==> config.mk <==
export PLATFORM = sky130hd
export DESIGN_NAME = channel_demux_3
export DESIGN_NICKNAME = d
export VERILOG_FILES = /design/src/rtl/haze_pkg.sv /design/src/rtl/channel_demux_3.sv
export SDC_FILE = /design/constraint.sdc
export NUM_CORES = 1
export LEC_CHECK = 0
export CORE_AREA = 2 2 64 66
export DETAILED_ROUTE_END_ITERATION = 12
export DIE_AREA = 0 0 66 68
export HOLD_SLACK_MARGIN = 0.03
export PLACE_DENSITY = 0.76
export RECOVER_POWER = 25
export SLEW_MARGIN = 10
export SYNTH_ARGS = -nofsm -noshare
export SYNTH_HDL_FRONTEND = slang
export SYNTH_SLANG_ARGS = --single-unit
==> constraint.sdc <==
create_clock -name clk -period 3.1 [get_ports clk]
set_input_delay 0.62 -clock clk [delete_from_list [all_inputs] [get_ports clk]]
set_output_delay 0.62 -clock clk [all_outputs]
set_load 0.02 [all_outputs]
==> src/rtl/haze_pkg.sv <==
// -----------------------------------------------------------------------------
// haze_pkg
// Shared encodings for the haze-removal datapath.
//   CH_A/CH_B/CH_C/CH_NONE : 2-bit channel select codes, the same codes the
//                            datapath 3-input muxes use.
//   phase_e                : collection phase of the channel demultiplexer. Its
//                            encoding equals the tag expected in that phase.
// -----------------------------------------------------------------------------
package haze_pkg;

    localparam logic [1:0] CH_A    = 2'b00;
    localparam logic [1:0] CH_B    = 2'b01;
    localparam logic [1:0] CH_C    = 2'b10;
    localparam logic [1:0] CH_NONE = 2'b11;

    // Phase values reuse the channel codes, so the expected tag is the phase itself.
    typedef enum logic [1:0] {
        PH_A = 2'b00,
        PH_B = 2'b01,
        PH_C = 2'b10
    } phase_e;

endpackage : haze_pkg

==> src/rtl/channel_demux_3.sv <==
// -----------------------------------------------------------------------------
// channel_demux_3
// Collects a time-multiplexed a/b/c channel stream (one tagged word per beat)
// and presents each completed triplet as three parallel words.
//
// Ports
//   clk, rst_n          : clock (rising edge), asynchronous active-low reset
//   flush               : synchronous drop of any partially collected triplet
//   in_data/in_sel      : channel word and its 2-bit tag (00 a, 01 b, 10 c)
//   in_valid/in_ready   : input beat handshake
//   out_a/out_b/out_c   : reassembled triplet
//   out_valid/out_ready : output triplet handshake
//   err                 : one-cycle pulse after an out-of-order or illegal tag
// -----------------------------------------------------------------------------
module channel_demux_3
    import haze_pkg::*;
#(
    parameter int WIDTH = 8
) (
    input  logic             clk,
    input  logic             rst_n,
    input  logic             flush,
    input  logic [WIDTH-1:0] in_data,
    input  logic [1:0]       in_sel,
    input  logic             in_valid,
    output logic             in_ready,
    output logic [WIDTH-1:0] out_a,
    output logic [WIDTH-1:0] out_b,
    output logic [WIDTH-1:0] out_c,
    output logic             out_valid,
    input  logic             out_ready,
    output logic             err
);

    phase_e           phase_q, phase_d;
    logic [WIDTH-1:0] a_q, a_d;
    logic [WIDTH-1:0] b_q, b_d;
    logic [WIDTH-1:0] out_a_q, out_a_d;
    logic [WIDTH-1:0] out_b_q, out_b_d;
    logic [WIDTH-1:0] out_c_q, out_c_d;
    logic             out_valid_q, out_valid_d;
    logic             err_q, err_d;

    logic             stall;
    logic             accept;
    logic             tag_ok;

    // Only the completing beat has to wait for a full output stage; earlier
    // beats of the next triplet keep collecting behind it.
    assign stall    = (phase_q == PH_C) && out_valid_q && !out_ready;
    assign in_ready = !flush && !stall;
    assign accept   = in_valid && in_ready;
    assign tag_ok   = (in_sel == logic'(1'b0) ? 1'b0 : 1'b0) | (in_sel == 2'(phase_q));

    // NOTE: every variable gets its hold value first so no path through the
    // block leaves one unassigned, which would infer a latch.
    always_comb begin
        phase_d     = phase_q;
        a_d         = a_q;
        b_d         = b_q;
        out_a_d     = out_a_q;
        out_b_d     = out_b_q;
        out_c_d     = out_c_q;
        out_valid_d = out_valid_q;
        err_d       = 1'b0;

        if (out_valid_q && out_ready) begin
            out_valid_d = 1'b0;
        end

        if (flush) begin
            phase_d = PH_A;
        end else if (accept) begin
            if (tag_ok) begin
                case (phase_q)
                    PH_A: begin
                        a_d     = in_data;
                        phase_d = PH_B;
                    end
                    PH_B: begin
                        b_d     = in_data;
                        phase_d = PH_C;
                    end
                    PH_C: begin
                        // Completion overrides the handshake clear above, so a
                        // draining triplet is replaced without a bubble.
                        out_a_d     = a_q;
                        out_b_d     = b_q;
                        out_c_d     = in_data;
                        out_valid_d = 1'b1;
                        phase_d     = PH_A;
                    end
                    default: phase_d = PH_A;
                endcase
            end else begin
                err_d = 1'b1;
                // A stray a-tag is taken as the start of a fresh triplet.
                if (in_sel == CH_A) begin
                    a_d     = in_data;
                    phase_d = PH_B;
                end else begin
                    phase_d = PH_A;
                end
            end
        end
    end

    // NOTE: state uses non-blocking assignments so every flop samples the
    // pre-edge values regardless of statement order.
    always_ff @(posedge clk or negedge rst_n) begin
        if (!rst_n) begin
            // NOTE: the collection registers are reset as well so a triplet
            // built from stale words can never appear after reset.
            phase_q     <= PH_A;
            a_q         <= '0;
            b_q         <= '0;
            out_a_q     <= '0;
            out_b_q     <= '0;
            out_c_q     <= '0;
            out_valid_q <= 1'b0;
            err_q       <= 1'b0;
        end else begin
            phase_q     <= phase_d;
            a_q         <= a_d;
            b_q         <= b_d;
            out_a_q     <= out_a_d;
            out_b_q     <= out_b_d;
            out_c_q     <= out_c_d;
            out_valid_q <= out_valid_d;
            err_q       <= err_d;
        end
    end

    assign out_a     = out_a_q;
    assign out_b     = out_b_q;
    assign out_c     = out_c_q;
    assign out_valid = out_valid_q;
    assign err       = err_q;

endmodule : channel_demux_3

==> results of run 1 <==
worst max-delay path: stages:
cell             delay, ps
clkdlybuf4s50_1        480
nand4bb_1              250
nor2b_1                170
clkdlybuf4s50_1        610
cell type report:
| type | count | area [um^2] | share of cell area [%] |
|---|---|---|---|
| sequential | 44 | 1100 | 47.6 |
| tap | 50 | 62.6 | 2.70 |
| inverter | 1 | 3.75 | 0.162 |
| multi-input combinational | 57 | 649 | 28.1 |
| clock buffer | 6 | 72.6 | 3.14 |
| timing repair buffer | 43 | 419 | 18.1 |
| clock inverter | 1 | 5.00 | 0.216 |
state kept, by name, indices dropped and copies added (netlist names):
name,flops
out_a,8
b_q,8
out_valid,1
phase_q,2
out_c,8
out_b,8
err,1
a_q,8
cells in the final DEF, fill, tap and decap left out, drive strengths merged:
cell and count:
nand3 2, mux2 40, dfrtp 44, a21bo 2
a21oi 2, clkinv 1, nand4 1, o21ai 1
nand2 1, buf 2, nand4bb 1, clkdlybuf4s50 40
and4bb 1, inv 1, and2b 1, nor2b 1
nor2 2, clkbuf 7, xnor2 2
stage by stage:
step           util (%)  worst slack (ps)  instances  hold slack (ps)
3_5_place_dp       58.0               351        195              490
6_report           60.0               352        202              498
4_1_cts            60.0               351        202              495
2_1_floorplan         -              1290        104              324
3_3_place_gp       58.0               372        195              485
5_1_grt            60.0               258        202              523
path summary, 6_finish.rpt:
path,to,slack [ps]
min in group asynchronous,out_c[1]$_DFFE_PN0P_,980
setup / recovery,in_ready,350
setup reg to reg,out_c[3]$_DFFE_PN0P_,1160
hold / removal,out_a[2]$_DFFE_PN0P_,500
hold reg to reg,out_a[2]$_DFFE_PN0P_,500
max in group asynchronous,out_b[7]$_DFFE_PN0P_,840
cell families (layout without fill, tap and decap cells):
family                    count (synthesis)  after routing  synth area share, %
DFF                                      44             44                 62.0
muxes                                    40             40                 29.4
and+or+nand+nor                          10             10                 4.23
AOI/OAI and AO/OA                         5              5                 1.97
buffers and inverters                     3             51                 1.48
xor gates and xnor gates                  2              2                0.986
power by group through the flow:
stage	registers, mW	logic [mW]	clock network (mW)
floorplan	0.641	0.0442	0
global placement	0.640	0.0917	0
detailed placement	0.643	0.0970	0
CTS	0.632	0.0974	0.342
global route	0.637	0.105	0.369
finish	0.632	0.0947	0.326
routing by layer:
layer  wire (um)  up-vias
li1            -      462
met2        1690       23
met1        1350      501
met5           0        -
met3         160        4
met4          37        0
==> summary.md, run 1 <==
| Metric | Value |
|---|---|
| Outcome | `finished, violations left` |
| Failing checks | `capacitance limit, slew limit` |
| Die Ht | `68 um` |
| Hold Path Depth | `1` |
| Wire length of the first global-routing pass | `5490 um` |
| Largest net degree at the start of global routing | `45` |
| CORE AREA | `0.00386 mm^2` |
| Final Hold Violating Endpoints | `0` |
| Met3 usage | `5.10%` |
| Port bufs | `41` |
| TritonCTS clock tree | `yes` |
| RSZ-0062 raised after global routing | `no` |
| First-pass DRT Iterations | `4` |
| DP Area | `0.00224 mm^2` |
| Crit. End Element | `primary output` |
| Row Count | `23` |
| Max H-tree Level | `2` |
| Combinational group share of total power | `9.0%` |
| Slew at the pin closest to its max-slew limit | `2230 ps` |
| Diode count | `0` |
| Hold crit path type | `reg2reg` |
| GR Util met2 | `28.3%` |
| PwrDens | `455 mW/mm^2` |
| Sequential share of power | `60.0%` |
| Maximum clock insertion buffer count | `2` |
| Max Cap Viol | `1` |
| Sw Ratio | `22.0%` |
| Initial antenna violation count | `0` |
| Slew Limit Fails | `45` |
| Post-CTS Setup Inserts | `0` |
| LEAKAGE | `1.13 nW` |
| Mapped Cells | `104` |
| Clock root buffer master | `clkbuf_8` |
| Cell internal pwr | `821 uW` |
| Largest cells by area after synthesis | `dfrtp_1 (62%), mux2_4 (16%), mux2_2 (13%), buf_6 (1.3%), a21bo_2 (1.1%)` |
| Final cycle utilization of the critical path | `88.7%` |
| Crit. Startpoint | `out_ready` |
| Kind of critical path | `in2out` |
| Most frequent cells after synthesis | `dfrtp_1 (44), mux2_2 (21), mux2_4 (19)` |
| Routed WL per cell | `16.0 um` |
| Final Total Pwr | `1.05 mW` |
| Final instance area | `0.00231 mm^2` |
| Worst-path clk slew | `80 ps` |
| Min-delay src | `a_q[2]$_DFFE_PN0P_` |
| Cts bufs inserted | `5` |
| Die Footprint | `0.00449 mm^2` |
| Async S/R FF share, synth | `100%` |
| Crit path time final | `2750 ps` |
| Max VDD drop | `338 uV` |
| Placed wire-length estimate | `2250 um` |
| Worst Skew | `9.45 ps` |
| Required time of the critical path | `2480 ps` |
| GRT overflow | `0` |
| Crit-path max FO | `5` |
| Ys flop type | `dfrtp_1` |
| Top-count cell post-synth | `dfrtp_1` |
| Final setup viols | `0` |
| Share of layout cells above drive strength 1 | `34.2%` |
| CP arrival | `2130 ps` |
| Post-synth EDFFs | `0` |
| Placer Congestion | `0.622` |
| Cts repair resizes | `0` |
| Drt first-iter violations | `25` |
| GR peak layer | `met2` |
| Die Wd | `66 um` |
| Post-synthesis register bit count | `44` |
| M1 GR Usage | `20.3%` |
| Final antenna-violating net count | `0` |
| # DRC | `0` |
| Clock sinks | `44` |
| Number of hold buffers added after CTS | `0` |
| R2r worst-path depth | `4` |
| DR vias/cell | `4.90` |
| Via count | `990` |
| Filler instances | `329` |
| GRT Total Usage | `16.9%` |
| Clock share of power | `31.0%` |
| Nature of the critical path startpoint | `primary input` |
| P&R area growth vs syn | `30.2%` |
| Io pins | `42` |
| Final setup TNS | `0 ps` |
| Synthesized area per cell | `17.1 um^2` |
| Syn nets | `119` |
| Nets@finish | `167` |
| Worst-Skew Late Latency | `290 ps` |
| Seq/Total Area, Yosys | `62.0%` |
| Cell Area, Synth | `0.00178 mm^2` |
| Number of library cell types mapped by synthesis | `17` |
| Initial Util | `46.1%` |
| Routed WL | `3240 um` |
| Worst R2R Start | `phase_q[1]$_DFFE_PN0P_` |
| Top cell type by total area after synthesis | `dfrtp_1` |
| Yosys warning total | `0` |
| Achievable Freq | `0.364 GHz` |
| Top cell type's share of synthesized area | `62.0%` |
| Slew headroom | `-48.8%` |
| Switch Pwr | `231 uW` |
| Vias in the first global route | `1,127` |
Note: power is estimated with default switching activity, not from simulation.
==> inputs of run 2 (changes only) <==
--- a/config.mk
+++ b/config.mk
@@ -9,8 +9,10 @@
 export DETAILED_ROUTE_END_ITERATION = 12
 export DIE_AREA = 0 0 66 68
 export HOLD_SLACK_MARGIN = 0.03
+export MAX_ROUTING_LAYER = met4
 export PLACE_DENSITY = 0.76
 export RECOVER_POWER = 25
+export REMOVE_ABC_BUFFERS = 1
 export SLEW_MARGIN = 10
 export SYNTH_ARGS = -nofsm -noshare
 export SYNTH_HDL_FRONTEND = slang
==> summary.md, run 2 (synthesized netlist as in run 1, its figures left out) <==
| Metric | Value |
|---|---|
| Outcome | `finished, violations left` |
| Failing checks | `capacitance limit, slew limit` |
| Post-CTS Setup Inserts | `0 (unchanged)` |
| Clock sinks | `44 (unchanged)` |
| Final Hold Violating Endpoints | `0 (unchanged)` |
| Final Total Pwr | `1.05 mW (-0.60%)` |
| DR vias/cell | `5.07 (+3.5%)` |
| Metal3 WL | `182 um (+14%)` |
| PwrDens | `454 mW/mm^2 (-0.28%)` |
| Cells after DPL | `194 (-0.51%)` |
| Nets@finish | `166 (-0.60%)` |
| GRT Total Usage | `15.5% (-1.3 points)` |
| Max VDD drop | `316 uV (-6.6%)` |
| Placer Congestion | `0.616 (-1.0%)` |
| Hold WS | `501 ps (+2.96 ps)` |
| Required time of the critical path | `2480 ps (about the same)` |
| Placed wire-length estimate | `2110 um (-6.5%)` |
| Achievable Freq | `0.368 GHz (+1.1%)` |
| Slew headroom | `-51.0% (-2.2 points)` |
| Max Cap Viol | `1 (unchanged)` |
| Kind of critical path | `in2out` |
| Wire length of the first global-routing pass | `4890 um (-11%)` |
| Via count | `1,020 (+3.0%)` |
| Die Wd | `66 um (unchanged)` |
| Max H-tree Level | `2 (unchanged)` |
| Final setup TNS | `0 ps (unchanged)` |
| Nature of the critical path startpoint | `primary input` |
| Initial antenna violation count | `0 (unchanged)` |
| Diode count | `0 (unchanged)` |
| Io pins | `42 (unchanged)` |
| Drt first-iter violations | `46 (+84%)` |
| Routed wl met2 | `1520 um (-10%)` |
| Vias in the first global route | `1,031 (-8.5%)` |
| Worst-path clk slew | `70 ps (about the same)` |
| Routed WL per cell | `15.5 um (-3.6%)` |
| Slew at the pin closest to its max-slew limit | `2260 ps (+33.6 ps)` |
| GRT overflow | `0 (unchanged)` |
| Clock root buffer master | `clkbuf_8` |
| Cts repair resizes | `0 (unchanged)` |
| Post-Layout Cell Count | `201 (-0.50%)` |
| Highest metal used | `met4` |
| Routed WL | `3110 um (-4.1%)` |
| Most frequent cells in the layout | `dfrtp_1 (44), clkdlybuf4s50_1 (40), mux2_2 (21)` |
| # DRC | `0 (unchanged)` |
| Final antenna-violating net count | `0 (unchanged)` |
| TritonCTS clock tree | `yes` |
| Crit-path max FO | `5 (unchanged)` |
| Row Count | `23 (unchanged)` |
| CP arrival | `2100 ps (-30 ps)` |
| P&R area growth vs syn | `29.8%` |
| Cts bufs inserted | `5 (unchanged)` |
| Die Footprint | `0.00449 mm^2 (unchanged)` |
| Die Ht | `68 um (unchanged)` |
| Final setup margin | `382 ps (+29.9 ps)` |
| Number of hold buffers added after CTS | `0 (unchanged)` |
| Worst Skew | `5.26 ps (-4.19 ps)` |
| Slew Limit Fails | `45 (unchanged)` |
| Largest net degree at the start of global routing | `45 (unchanged)` |
| RSZ-0062 raised after global routing | `no` |
| Initial Util | `46.1% (unchanged)` |
| Crit path time final | `2720 ps (-29.9 ps)` |
| Port bufs | `41 (unchanged)` |
| Share of layout cells above drive strength 1 | `33.8% (-0.44 points)` |
| Filler instances | `325 (-1.2%)` |
| First-pass DRT Iterations | `5 (+1)` |
| Met1 Routed Length | `1350 um (-0.66%)` |
| Place WS | `378 ps (+26.4 ps)` |
| Worst-Skew Late Latency | `290 ps (about the same)` |
| Final setup viols | `0 (unchanged)` |
| LEAKAGE | `1.12 nW (-0.37%)` |
| Hold crit path type | `reg2reg` |
| CORE AREA | `0.00386 mm^2 (unchanged)` |
| Crit. End Element | `primary output` |
| Most common cell after layout, fill and taps aside | `dfrtp_1` |
| Final cycle utilization of the critical path | `87.7% (-0.96 points)` |
| Maximum clock insertion buffer count | `2 (unchanged)` |
==> run 2: cell count changes in the layout (fill, tap and decap cells not counted), sizes merged <==
cell	delta
buf	-1
==> run 2: critical path, cell delays in order <==
cell             delay (ps)
clkdlybuf4s50_1         470
nand4bb_1               250
nor2b_1                 160
clkdlybuf4s50_1         600
==> run 2: power by group <==
part | switching (mW) | leakage, nW | internal [mW]
sequential | 0.0195 | 0.594 | 0.612
clock | 0.168 | 0.0410 | 0.153
combinational | 0.0372 | 0.487 | 0.0560
==> run 2: area by class of cell <==
| cell class | count | area [um^2] | share of cell area [%] |
|---|---|---|---|
| repair buffers | 42 | 412 | 17.9 |
| inverters | 1 | 3.75 | 0.163 |
| clock inverters | 1 | 5.00 | 0.217 |
| flip-flops and latches | 44 | 1100 | 47.7 |
| clock buffers | 6 | 72.6 | 3.15 |
| multi-input cells | 57 | 649 | 28.2 |
| well taps | 50 | 62.6 | 2.71 |
==> run 2: through the flow <==
stage,util [%],instance area [um^2]
2_1_floorplan,-,1750
3_3_place_gp,57.8,2230
3_5_place_dp,57.8,2230
4_1_cts,59.8,2310
5_1_grt,59.8,2310
6_report,59.8,2310
==> run 2: path summary, 6_finish.rpt <==
| path | slack (ps) | depth (start not counted) | from | endpoint |
|---|---|---|---|---|
| worst max-delay path | 380 | 4 | out_ready | in_ready |
| worst min-delay path | 500 | 1 | a_q[0]$_DFFE_PN0P_ | out_a[0]$_DFFE_PN0P_ |
| worst max register to register | 1340 | 4 | phase_q[0]$_DFFE_PN0P_ | out_b[0]$_DFFE_PN0P_ |
| worst min register to register | 500 | 1 | a_q[0]$_DFFE_PN0P_ | out_a[0]$_DFFE_PN0P_ |
| max in group asynchronous | 810 | 1 | rst_n | out_b[1]$_DFFE_PN0P_ |
| min in group asynchronous | 1010 | 1 | rst_n | out_a[1]$_DFFE_PN0P_ |
==> run 2: layer usage <==
metal | vias up | track usage, %
met5 | - | -
met4 | 0 | 6.89
met3 | 6 | 6.09
met2 | 29 | 23.6
met1 | 523 | 18.5
li1 | 462 | -
==> inputs of run 3 (changes only) <==
--- a/config.mk
+++ b/config.mk
@@ -13,6 +13,7 @@
 export PLACE_DENSITY = 0.76
 export RECOVER_POWER = 25
 export REMOVE_ABC_BUFFERS = 1
+export SKIP_LAST_GASP = 1
 export SLEW_MARGIN = 10
 export SYNTH_ARGS = -nofsm -noshare
 export SYNTH_HDL_FRONTEND = slang
==> results of run 3 <==
The final DEF is identical to that of run 2; final timing and power are the same.
